## config.mk

```make
export PLATFORM = sky130hd
export DESIGN_NAME = fp_addsub_seq
export DESIGN_NICKNAME = d
export VERILOG_FILES = /design/src/rtl/fp_addsub_seq.sv
export SDC_FILE = /design/constraint.sdc
export NUM_CORES = 1
export LEC_CHECK = 0
export ABC_AREA = 1
export ABC_CLOCK_PERIOD_IN_PS = 4300
export CELL_PAD_IN_SITES_DETAIL_PLACEMENT = 1
export CELL_PAD_IN_SITES_GLOBAL_PLACEMENT = 1
export CORE_UTILIZATION = 25
export DETAILED_ROUTE_END_ITERATION = 8
export PLACE_DENSITY_LB_ADDON = 0.2
export SYNTH_ARGS = -nofsm -noshare
export SYNTH_HDL_FRONTEND = slang
export SYNTH_SLANG_ARGS = --single-unit
```

## constraint.sdc

```tcl
create_clock -name clk -period 4.3 [get_ports clk]
set_clock_uncertainty 0.1 [all_clocks]
set_input_delay 1.29 -clock clk [delete_from_list [all_inputs] [get_ports clk]]
set_output_delay 1.29 -clock clk [all_outputs]
set_load 0.01 [all_outputs]
```

## src/rtl/fp_addsub_seq.sv

```systemverilog
// ---------------------------------------------------------------------------
// fp_addsub_seq
// Multi-cycle floating-point adder/subtractor for an IEEE-754 style format
// {sign, exponent, mantissa}. One operation is in flight at a time. It walks
// IDLE -> ALIGN -> ADD -> NORM -> ROUND -> DONE and holds the result in DONE
// until the consumer takes it. Rounding is round-to-nearest-even. Denormal
// inputs and results are flushed to signed zero.
//
// Parameters
//   EXP_W     exponent field width
//   MAN_W     stored mantissa width (hidden bit not stored)
//
// Ports
//   clk       clock, all state changes on the rising edge
//   reset     synchronous, active-low
//   in_valid  x, y, sub are presented
//   in_ready  block can accept an operation (IDLE only)
//   x, y      operands
//   sub       0: x+y, 1: x-y
//   out_valid z/flags hold a finished result (DONE only)
//   out_ready consumer takes the result
//   z         result
//   flags     {invalid, overflow, underflow, inexact}
// ---------------------------------------------------------------------------
module fp_addsub_seq #(
    parameter int EXP_W = 8,
    parameter int MAN_W = 23,
    localparam int W = 1 + EXP_W + MAN_W
) (
    input  logic         clk,
    input  logic         reset,
    input  logic         in_valid,
    output logic         in_ready,
    input  logic [W-1:0] x,
    input  logic [W-1:0] y,
    input  logic         sub,
    output logic         out_valid,
    input  logic         out_ready,
    output logic [W-1:0] z,
    output logic [3:0]   flags
);

    // Internal significand: hidden bit, mantissa, guard, round, sticky.
    localparam int SW        = MAN_W + 4;
    localparam int LZ_W      = $clog2(SW + 1);
    localparam int EW        = ((EXP_W > LZ_W) ? EXP_W : LZ_W) + 2;
    localparam int MAX_SHIFT = MAN_W + 2;

    localparam logic [EXP_W-1:0]     EXP_ONES = '1;
    localparam logic [W-1:0]         QNAN     = {1'b0, EXP_ONES, 1'b1, {(MAN_W-1){1'b0}}};
    localparam logic signed [EW-1:0] EXP_MAX  = EW'((1 << EXP_W) - 1);
    localparam logic signed [EW-1:0] EXP_MIN  = EW'(1);

    typedef enum logic [2:0] {IDLE, ALIGN, ADD, NORM, ROUND, DONE} state_t;

    state_t state, next_state;

    // Captured operands
    logic [W-1:0]            xr, yr;
    logic                    subr;

    // Stage registers
    logic [SW-1:0]           al_big, al_small;
    logic                    al_sign, al_esub;
    logic [EXP_W-1:0]        al_exp;
    logic                    sp_en;
    logic [W-1:0]            sp_z;
    logic [3:0]              sp_f;
    logic [SW:0]             ad_sum;
    logic                    ad_sign;
    logic [EXP_W-1:0]        ad_exp;
    logic [SW-1:0]           nm_sig;
    logic signed [EW-1:0]    nm_exp;
    logic                    nm_sign;
    logic [W-1:0]            z_r;
    logic [3:0]              flags_r;

    // Operand unpacking; y's sign is flipped for subtraction
    logic                    xs, ys;
    logic [EXP_W-1:0]        xe, ye;
    logic [MAN_W-1:0]        xm, ym;

    assign {xs, xe, xm} = xr;
    assign ys = yr[W-1] ^ subr;
    assign ye = yr[W-2:MAN_W];
    assign ym = yr[MAN_W-1:0];

    // ALIGN combinational
    logic                    x_inf, y_inf, x_nan, y_nan, x_snan, y_snan, swap;
    logic [EXP_W+MAN_W-1:0]  x_mag, y_mag;
    logic [MAN_W:0]          x_sig, y_sig, big_sig, small_sig;
    logic [EXP_W-1:0]        big_exp, small_exp, exp_diff;
    logic [2*SW-1:0]         shift_wide;
    logic [SW-1:0]           small_al;
    logic                    c_sp_en;
    logic [W-1:0]            c_sp_z;
    logic [3:0]              c_sp_f;

    // Classify operands, order by magnitude and align the smaller one.
    // Denormals get magnitude and significand zero so they behave as zero.
    always_comb begin
        x_inf  = (xe == EXP_ONES) && (xm == '0);
        y_inf  = (ye == EXP_ONES) && (ym == '0);
        x_nan  = (xe == EXP_ONES) && (xm != '0);
        y_nan  = (ye == EXP_ONES) && (ym != '0);
        x_snan = x_nan && !xm[MAN_W-1];
        y_snan = y_nan && !ym[MAN_W-1];

        x_mag  = (xe == '0) ? '0 : {xe, xm};
        y_mag  = (ye == '0) ? '0 : {ye, ym};
        x_sig  = (xe == '0) ? '0 : {1'b1, xm};
        y_sig  = (ye == '0) ? '0 : {1'b1, ym};

        swap      = y_mag > x_mag;
        big_sig   = swap ? y_sig : x_sig;
        small_sig = swap ? x_sig : y_sig;
        big_exp   = swap ? ye : xe;
        small_exp = swap ? xe : ye;
        exp_diff  = big_exp - small_exp;

        // Bits pushed below the round position land in the low half and
        // collapse into the sticky bit.
        shift_wide = {small_sig, 3'b000, {SW{1'b0}}} >> exp_diff;
        if (int'(exp_diff) > MAX_SHIFT)
            small_al = {{(SW-1){1'b0}}, |small_sig};
        else
            small_al = shift_wide[2*SW-1:SW] | {{(SW-1){1'b0}}, |shift_wide[SW-1:0]};

        c_sp_en = 1'b0;
        c_sp_z  = '0;
        c_sp_f  = '0;
        if (x_nan || y_nan) begin
            c_sp_en = 1'b1;
            c_sp_z  = QNAN;
            c_sp_f  = {x_snan | y_snan, 3'b000};
        end else if (x_inf && y_inf && (xs != ys)) begin
            c_sp_en = 1'b1;
            c_sp_z  = QNAN;
            c_sp_f  = 4'b1000;
        end else if (x_inf) begin
            c_sp_en = 1'b1;
            c_sp_z  = {xs, EXP_ONES, {MAN_W{1'b0}}};
        end else if (y_inf) begin
            c_sp_en = 1'b1;
            c_sp_z  = {ys, EXP_ONES, {MAN_W{1'b0}}};
        end
    end

    // ADD combinational: big >= small, so the difference never goes negative
    logic [SW:0] sum_c;

    always_comb begin
        if (al_esub)
            sum_c = {1'b0, al_big} - {1'b0, al_small};
        else
            sum_c = {1'b0, al_big} + {1'b0, al_small};
    end

    // NORM combinational: leading-zero count and single-step normalisation
    logic [LZ_W-1:0]      lzc;
    logic [SW-1:0]        n_sig;
    logic signed [EW-1:0] n_exp, exp_in;

    always_comb begin
        lzc = LZ_W'(SW);
        for (int i = 0; i < SW; i++)
            if (ad_sum[i]) lzc = LZ_W'(SW - 1 - i);
        exp_in = EW'(ad_exp);
        if (ad_sum[SW]) begin
            n_sig = ad_sum[SW:1] | {{(SW-1){1'b0}}, ad_sum[0]};
            n_exp = exp_in + EW'(1);
        end else begin
            n_sig = ad_sum[SW-1:0] << lzc;
            n_exp = exp_in - EW'(lzc);
        end
    end

    // ROUND combinational. A zero sum is the only case whose normalised top
    // bit is clear, so that bit doubles as the zero detect.
    logic                 g, r, s, rnd_up;
    logic [MAN_W:0]       mant_rnd;
    logic signed [EW-1:0] exp_rnd;
    logic [W-1:0]         r_z;
    logic [3:0]           r_f;

    always_comb begin
        g        = nm_sig[2];
        r        = nm_sig[1];
        s        = nm_sig[0];
        rnd_up   = g & (r | s | nm_sig[3]);
        mant_rnd = {1'b0, nm_sig[SW-2:3]} + {{MAN_W{1'b0}}, rnd_up};
        exp_rnd  = nm_exp + {{(EW-1){1'b0}}, mant_rnd[MAN_W]};
        r_z      = '0;
        r_f      = '0;
        if (sp_en) begin
            r_z = sp_z;
            r_f = sp_f;
        end else if (!nm_sig[SW-1]) begin
            r_z = {nm_sign, {(W-1){1'b0}}};
        end else if (exp_rnd >= EXP_MAX) begin
            r_z = {nm_sign, EXP_ONES, {MAN_W{1'b0}}};
            r_f = 4'b0101;
        end else if (exp_rnd < EXP_MIN) begin
            r_z = {nm_sign, {(W-1){1'b0}}};
            r_f = 4'b0011;
        end else begin
            r_z = {nm_sign, exp_rnd[EXP_W-1:0], mant_rnd[MAN_W-1:0]};
            r_f = {3'b000, g | r | s};
        end
    end

    // State register
    always_ff @(posedge clk) begin
        if (!reset)
            state <= IDLE;
        else
            state <= next_state;
    end

    // Next-state logic: fixed walk through the pipeline steps
    always_comb begin
        next_state = state;
        case (state)
            IDLE:    if (in_valid) next_state = ALIGN;
            ALIGN:   next_state = ADD;
            ADD:     next_state = NORM;
            NORM:    next_state = ROUND;
            ROUND:   next_state = DONE;
            DONE:    if (out_ready) next_state = IDLE;
            default: next_state = IDLE;
        endcase
    end

    // Datapath stage registers; each loads only in its own state, so no reset
    always_ff @(posedge clk) begin
        case (state)
            IDLE: if (in_valid) begin
                xr   <= x;
                yr   <= y;
                subr <= sub;
            end
            ALIGN: begin
                al_big   <= {big_sig, 3'b000};
                al_small <= small_al;
                al_sign  <= swap ? ys : xs;
                al_esub  <= xs ^ ys;
                al_exp   <= big_exp;
                sp_en    <= c_sp_en;
                sp_z     <= c_sp_z;
                sp_f     <= c_sp_f;
            end
            ADD: begin
                ad_sum  <= sum_c;
                ad_exp  <= al_exp;
                // Exact cancellation gives +0; like-signed zeros keep the sign
                ad_sign <= (sum_c == '0) ? (al_sign & ~al_esub) : al_sign;
            end
            NORM: begin
                nm_sig  <= n_sig;
                nm_exp  <= n_exp;
                nm_sign <= ad_sign;
            end
            default: ;
        endcase
    end

    // Result registers: cleared by reset, flags cleared on accept
    always_ff @(posedge clk) begin
        if (!reset) begin
            z_r     <= '0;
            flags_r <= '0;
        end else if (state == IDLE && in_valid) begin
            flags_r <= '0;
        end else if (state == ROUND) begin
            z_r     <= r_z;
            flags_r <= r_f;
        end
    end

    assign in_ready  = (state == IDLE);
    assign out_valid = (state == DONE);
    assign z         = z_r;
    assign flags     = flags_r;

endmodule

```

==> results of run 1 <==
[flip-flops by register name, summed over array words and instances, names as in the netlist]
name,cells
xr,32
yr,32
z,32
ad_sum,28
al_small,27
nm_sig,27
al_big,24
nm_exp,10
ad_exp,8
al_exp,8
flags,4
sp_z,3
state,3
ad_sign,1
al_esub,1
al_sign,1
nm_sign,1
sp_f,1
subr,1
[synthesized netlist by cell type (7+ instances only)]
cell	number	area [um^2]
sky130_fd_sc_hd__nand2_2	10	62.6
sky130_fd_sc_hd__clkbuf_1	68	255
sky130_fd_sc_hd__buf_2	18	90.1
sky130_fd_sc_hd__a21oi_1	113	566
sky130_fd_sc_hd__a21boi_0	9	67.6
sky130_fd_sc_hd__inv_2	7	26.3
sky130_fd_sc_hd__dfxtp_1	39	781
sky130_fd_sc_hd__nand3b_1	12	90.1
sky130_fd_sc_hd__nor2_1	191	717
sky130_fd_sc_hd__nand3_1	210	1050
sky130_fd_sc_hd__buf_6	7	78.8
sky130_fd_sc_hd__o21ai_0	143	716
sky130_fd_sc_hd__o21bai_1	8	60.1
sky130_fd_sc_hd__nand2_1	502	1880
sky130_fd_sc_hd__edfxtp_1	205	6160
sky130_fd_sc_hd__nor4_1	28	175
sky130_fd_sc_hd__nand4_1	56	350
sky130_fd_sc_hd__or2_2	12	75.1
sky130_fd_sc_hd__o21ai_1	9	45.0
sky130_fd_sc_hd__o22ai_1	64	400
sky130_fd_sc_hd__o221ai_1	12	105
sky130_fd_sc_hd__ha_1	84	1050
sky130_fd_sc_hd__xor2_1	40	350
sky130_fd_sc_hd__nor3_1	20	100
sky130_fd_sc_hd__inv_1	242	908
[area by class of cell]
class	count	area, um^2
clock buffer	36	815
clock inverter	19	256
fill	7999	43700
inverter	250	957
multi-input combinational	1608	9600
sequential	244	6940
tap	873	1090
timing repair buffer	428	3880
[routing by layer]
layer / vias to the layer above / part of all wire, % / GRT usage, %
li1: 8257 / - / -
met1: 7855 / 42 / 19.9
met2: 242 / 52 / 31.4
met3: 111 / 2.3 / 1.87
met4: 2 / 3.9 / 6.20
met5: - / 0.060 / 0
[worst max-delay path: cells and delay by family, from the launching register on]
kind / cells / cell delay (ps)
buffers and inverters: 3 / 470
AO/OA/AOI/OAI: 2 / 290
adder cells (fa/ha/maj): 1 / 310
AND/OR/NAND/NOR: 29 / 2910
flip-flops: 1 / 400
[cell families (layout without fill, tap and decap cells)]
family                   after synthesis  after routing  share of synthesized area (%)
XOR/XNOR                              47             47                           2.47
flip-flops                           244            244                           40.8
buffers and inverters                351            733                           8.30
multiplexers                           6              6                          0.353
AO/OA/AOI/OAI                        399            399                           13.5
adder cells (fa/ha/maj)               86             86                           6.42
AND/OR/NAND/NOR                     1069           1070                           28.1
[timing repair]
action,4_1_cts,5_1_grt
cloned,5,3
resized for setup,124,123
setup buffers,12,27
pin swaps,25,54
endpoints found under the setup margin,31,91
hold buffers,0,0
[per-stage QoR]
stage               instance area [um^2]  power, uW  setup TNS [ps]  cells  utilization (%)
CTS                                22800      10700           -6200   3431             33.9
floorplan                          17000       5620            -158   2202                -
detailed placement                 21100       7580          -19220   3363             31.3
global placement                   21100       7510          -15720   3363             31.3
global route                       23500      11400          -16680   3458             35.0
finish                             23500      10700           -6600   3458             35.0
[worst max-delay path by stage]
stage | slack (ps) | start | endpoint | cells after the start
global route | -820 | yr[24] | al_small[0] | 36
floorplan | -160 | yr[30] | al_small[0] | 36
detailed placement | -890 | xr[25] | al_small[21] | 30
finish | -450 | yr[27] | al_small[0] | 35
global placement | -790 | xr[26] | al_small[21] | 30
CTS | -440 | yr[27] | al_small[0] | 33
[report_power, final]
| part | total (uW) | internal (uW) | leakage, uW | switching, uW |
|---|---|---|---|---|
| logic | 4990 | 2040 | 0.00711 | 2950 |
| registers | 3030 | 2890 | 0.00223 | 144 |
| clock network | 2720 | 1700 | 0.000518 | 1020 |
==> flow_results.org, run 1 <==
** Global route
- Entering global routing, the biggest net connects between 60 and 70 pins.
- Global-route wire length before repair :: 93500 um
- Total routing resource utilization after global routing :: 16.9%
- The number of antenna violations at the first check in global routing is 1.
- The number of global-route vias before repair is 17200.
- Total congestion overflow :: 0

** Worst hold path
- In this run the worst hold path is classified as reg2reg.
- The worst hold path terminates at ad_exp[6].
- Number of cells on the worst hold path :: 0
- Worst min-delay path startpoint :: al_exp[6]

** Job
- Across the run, the number of max-cap violations was 0.

** Routing
- Count of vias placed by the detailed router :: approximately 16000
- Residual DRC :: 0
- Wirelength per Cell :: roughly 17 um
- In this run, the number of DRC markers left after iteration 0 of detailed routing was just over 600.
- Before antenna repair, the detailed router went through 5 iterations.
- Final routed wirelength across all metal layers :: approximately 60000 um
- After detailed routing, the number of vias per cell comes to between 4 and 5.
- The count of nets left with antenna violations once routing finished came out at 0.

** Synth
- Gate count after technology mapping :: between 2000 and 2500
- Count of synthesis-stage warnings from yosys :: 0
- FFs w/ async S/R, synth :: 0%
- Prevailing post-synth register cell :: sky130_fd_sc_hd__edfxtp_1
- In this run the mean area of a mapped cell was between 7 and 8 um^2.
- Count of distinct cell types in the synthesized netlist :: 64
- The synthesized netlist occupies a cell area of approximately 0.017 mm^2.
- Post-synthesis sequential element count :: ~240
- Number of synthesized flops with an enable pin :: a little over 200
- Proportion of synthesized chip area in sequential cells :: between 40% and 50%
- Total nets after synthesis :: between 2000 and 2500

** Worst setup path
- STA classifies the critical path endpoint as a register.
- The worst setup path is of the reg2reg kind.
- Arrival time of the worst setup path :: 4970 ps
- Endpoint of the lowest-slack register-to-register path :: al_small[0]
- Delay of the slowest cell on the worst path :: roughly 400 ps
- The worst setup path is launched from a register.
- The number of cells on the worst reg-to-reg path is 35.
- In this run the worst path has a maximum fanout of 25.
- Cell type with the highest occurrence count on the critical path :: sky130_fd_sc_hd__nand2_1
- Data on the critical path is required at its endpoint by around 4500 ps.
- In this run the critical register-to-register path is launched from yr[27].
- Slack of the worst reg-to-reg path :: -450 ps
- Among all stages on the critical path, the largest delay is contributed by sky130_fd_sc_hd__edfxtp_1.

** Floorplanning
- Once the floorplan was initialized, standard cells occupied about a quarter of the core.
- The die covers between 0.06 and 0.07 mm^2.
- During I/O placement, the number of pins put on the boundary was roughly 110.
- Measured along the y axis, the die boundary spans 263 um.
- Count of standard-cell rows :: 95
- From left edge to right edge, the die measures ~260 um.
- The region available for standard cell placement spans slightly below 0.07 mm^2.

** CTS
- After clock tree synthesis, the clock-pin slew on the worst setup and hold paths is around 60 ps.
- Inserted Clock Buffers :: 30
- Clock buffer depth :: 3
- In this run the clock root is driven by a sky130_fd_sc_hd__clkbuf_16.
- The later pin in the worst-skew pair is clocked with a latency of 580 ps.
- Number of sinks driven by the clock tree :: roughly 240
- TritonCTS built the clock tree.
- In this run the number of H-tree levels came out at 1.

** Cells and area
- Leaving out fill and tap cells, the most frequent cell in the layout is sky130_fd_sc_hd__nand2_1.
- Leaving out fill and tap cells, the most frequent cells in the layout are sky130_fd_sc_hd__nand2_1, sky130_fd_sc_hd__buf_4, sky130_fd_sc_hd__inv_1, sky130_fd_sc_hd__edfxtp_1, sky130_fd_sc_hd__nand3_1.
- The number of antenna diodes in the final layout is 0.
- Syn-to-layout area delta :: 38.5%
- For this run, the post-layout net count is ~2700.
- Fraction of final layout cells sized beyond drive strength 1 :: about a quarter

** Placed design
- The count of buffers added on input and output ports is about 110.
- Minimum setup slack after placement :: -893 ps
- Placed wire-length estimate :: around 48000 um
- The congestion estimate from routability-driven global placement came to approximately 0.89.

** STA
- Hold is met by ~320 ps.
- After layout, the worst path uses 110% of the clock period.
- After layout, the worst setup slack is -446 ps.
- Endpoints failing setup :: 27
- Setup repair after global routing could not meet its margin everywhere.
- At the pin with the least slew margin, the transition time is approximately 1000 ps.
- The number of failing hold endpoints at the final stage came to 0.
- The smallest clock period supported by the final layout is computed as ~4700 ps.
- Worst-case headroom to the max-slew limit :: roughly a third
- Based on the critical path, the design can be clocked at up to approximately 210 MHz.
- The max-slew violation total from the final report was 0.

** Power
- In this run the power density over the cells is approximately 460 mW/mm^2.
- Worst vdd rail ir drop :: 0.000307 V
- In this run the static leakage power is around 0.0099 uW.

** Status
- The final reports fail on negative setup slack.
- The run finished, with violations left.
Power figures use the tool's default switching activity.
==> run 2: changes to the inputs <==
--- a/config.mk
+++ b/config.mk
@@ -12,6 +12,7 @@
 export CORE_UTILIZATION = 25
 export DETAILED_ROUTE_END_ITERATION = 8
 export PLACE_DENSITY_LB_ADDON = 0.2
+export SKIP_LAST_GASP = 1
 export SYNTH_ARGS = -nofsm -noshare
 export SYNTH_HDL_FRONTEND = slang
 export SYNTH_SLANG_ARGS = --single-unit
==> run 2 against run 1 <==
  * The flow still finishes with violations (negative setup slack)
  * Worst setup slack better by 4.8 ps
  * Sequential share of layout area hardly changed
  * First-iteration DRC count is 2.4% higher
  * Via count hardly changed
  * Combinational power hardly changed
  * Non-clock buffer count is 2 higher
  * Largest cell class unchanged
  * Core utilization hardly changed
  * Cell count hardly changed
  * Count of clock-buffer cells in the layout stayed put
==> flow_results.org, run 2 (same netlist as run 1, synthesis figures left out) <==
** Cells and area
- For this run, the post-layout net count is 2719.
- Count of inserted antenna diode cells :: 0
- Fraction of final layout cells sized beyond drive strength 1 :: 23.2%
- Commonest non-fill, non-tap cells in the layout :: sky130_fd_sc_hd__nand2_1, sky130_fd_sc_hd__buf_4, sky130_fd_sc_hd__inv_1, sky130_fd_sc_hd__edfxtp_1, sky130_fd_sc_hd__nand3_1
- Syn-to-layout area delta :: 38.4%
- Once layout is done, the placed cells without fillers occupy 0.0235 mm^2.
- Commonest non-fill, non-tap cell in the layout :: sky130_fd_sc_hd__nand2_1

** Worst setup path
- Worst Path Max Fanout :: 21
- The worst setup path is launched from a register.
- Worst EP required :: approximately 4500 ps
- Setup slack on the worst reg-to-reg path comes out at -440 ps.
- Cell type with the highest occurrence count on the critical path :: sky130_fd_sc_hd__nand2_1
- Nature of the critical path endpoint :: register
- Number of cells on the worst reg-to-reg path :: 35
- The worst register-to-register path ends at al_small[0].
- Type of the setup path with the least slack :: reg2reg
- In this run the critical register-to-register path is launched from yr[27].
- Data arrives at the worst endpoint at between 4000 and 5000 ps.
- In this design, the stage delay of the slowest critical-path cell is ~400 ps.
- Crit path max-delay cell type :: sky130_fd_sc_hd__edfxtp_1

** Global route
- Total routing resource utilization after global routing :: approximately 17%
- After global routing the overflow that remains totals 0.
- Via count of the first global-routing pass :: around 17000
- Entering global routing, the biggest net connects 67 pins.
- The number of antenna violations at the first check in global routing is 1.
- Global-route wire length before repair :: roughly 94000 um

** Floorplanning
- The initialized floorplan defines 95 standard-cell rows.
- Once the floorplan was initialized, standard cells occupied between 20% and 30% of the core.
- DIE AREA :: roughly 0.07 mm^2
- The die is about 260 um tall.
- Number of primary I/O pins :: about 110
- Die W :: approximately 260 um
- The floorplan step defined a core boundary enclosing 0.0673 mm^2.

** STA
- Smallest hold slack :: ~320 ps
- The number of failing hold endpoints at the final stage came to 0.
- Crit path setup slack, layout :: -442 ps
- The max-slew violation total from the final report came to 0.
- Shortest period the worst path allows :: around 4700 ps
- Slew at the pin closest to its max-slew limit :: roughly 1000 ps
- The worst pin sits at a relative slew slack of between 30% and 40%.
- Setup repair after global routing could not meet its margin everywhere.
- Final critical-path share of the clock period :: 110%
- Max Fclk :: about 210 MHz
- Endpoints failing setup :: 27

** Power
- For this design the total switching power over the nets is 4110 uW.
- Clock power share :: 25.4%
- Sequential share of power :: 28.2%
- Internal power :: ~6600 uW
- Switching portion of total power :: between 30% and 40%
- In this run the power density over the cells is approximately 460 mW/mm^2.
- Combinational cells account for a little under half of the total power.
- P_leak :: ~0.01 uW
- Worst vdd rail ir drop :: 0.000306 V
- Total power :: between 10000 and 15000 uW

** Worst hold path
- The worst hold path begins at al_exp[6].
- The worst hold path terminates at ad_exp[6].
- Number of cells on the worst hold path :: 0
- Class of the tightest hold or removal check :: reg2reg

** Routing
- Amount of wire on met2 after detailed routing :: 31300 um
- In the final routed layout, each cell accounts on average for 17.4 um.
- Summed over all nets, wire length on met3 after detailed routing comes to about 1200 um.
- The final layout contains routed wiring with a total length of between 60000 and 70000 um.
- Number of nets with antenna violations after detailed routing :: 0
- Avg Vias per Cell :: ~4.8
- Sum of routed wire segments on met1 :: 25400 um
- Top Layer Used :: met5
- Drt initial violations :: 634
- Initial DRT Pass Iterations :: 4
- Summing over every cut layer, the via total after detailed routing is 16500.
- Residual DRC :: 0

** CTS
- After clock tree synthesis, the clock-pin slew on the worst setup and hold paths is ~60 ps.
- In this run the deepest clock path goes through 3 buffers.
- Total number of H-tree levels :: 1
- The number of clock buffers added by TritonCTS is 30.
- The root buffer cell chosen for the clock tree is sky130_fd_sc_hd__clkbuf_16.
- CTS tree :: yes
- Source-to-sink clock delay at the later pin of the worst-skew pair :: 580 ps
- The tree built by TritonCTS fans out to ~240 sinks.

** Placed design
- Post-placement cell area :: between 0.02 and 0.025 mm^2
- Placed wire-length estimate :: between 40000 and 50000 um
- Gpl congestion :: 0.885
- Buffers placed on the I/O ports in this run total 106.

** Job
- The tool flagged a number of max-cap violations equal to 0.

** Status
- Violations in the final reports :: negative setup slack
- The flow ran to the end, but the final reports show violations.
==> run 2: cell types whose count changed in the layout (fill, tap and decap cells not counted), moves of 2 or more <==
cell,delta
sky130_fd_sc_hd__nand3_1,+6
sky130_fd_sc_hd__buf_4,+2
sky130_fd_sc_hd__nand3_2,-6
sky130_fd_sc_hd__a21oi_2,-2
sky130_fd_sc_hd__a21oi_1,+2
==> run 2: per-stage QoR <==
stage | setup WS, ps | instances | TNS (ps) | utilization (%)
3_3_place_gp | -793 | 3363 | -15720 | 31.3
2_1_floorplan | -158 | 2202 | -158 | -
3_5_place_dp | -893 | 3363 | -19220 | 31.3
5_1_grt | -817 | 3460 | -16630 | 35.0
6_report | -442 | 3460 | -6730 | 35.0
4_1_cts | -458 | 3431 | -6270 | 33.9
==> run 2: cell type report <==
type	count	area, um^2
fill	8004	43700
multi-input combinational	1608	9570
sequential	244	6940
timing repair buffer	430	3900
tap	873	1090
inverter	250	957
clock buffer	36	815
clock inverter	19	256
==> run 2: worst max-delay path by stage <==
stage            from            to  slack, ps  cells past startpoint
6_report       yr[27]   al_small[0]       -440                     35
5_1_grt        yr[24]   al_small[0]       -820                     34
4_1_cts        yr[27]   al_small[0]       -460                     35
3_5_place_dp   xr[25]  al_small[21]       -890                     30
3_3_place_gp   xr[26]  al_small[21]       -790                     30
2_1_floorplan  yr[30]   al_small[0]       -160                     36
==> run 2: power groups by stage <==
stage / logic [uW] / registers, uW / clock network [uW]
CTS: 4810 / 3030 / 2800
global placement: 4440 / 3070 / 0
detailed placement: 4500 / 3080 / 0
floorplan: 2590 / 3030 / 0
finish: 4980 / 3030 / 2720
global route: 5490 / 3050 / 2870
==> run 2: critical path: cells and delay by family (launching register included) <==
kind	cells	cell delay, ps
DFF	1	400
AOI/OAI and AO/OA	2	120
and+or+nand+nor	26	2730
adders and majority gates	1	270
buffers and inverters	6	820
==> run 2: layer usage <==
layer  vias up  global-route usage, %
met1      7871                   19.9
li1       8266                      -
met2       208                   31.4
met5         -                      0
met4         2                   6.20
met3       107                   1.87
==> run 2: repair_timing <==
item,in CTS,in global routing
pin swaps,25,60
hold buffers,0,0
hold endpoints to repair,0,0
gates resized for setup,118,125
buffers inserted,12,29
endpoints found under the setup margin,31,91
gates cloned,5,3
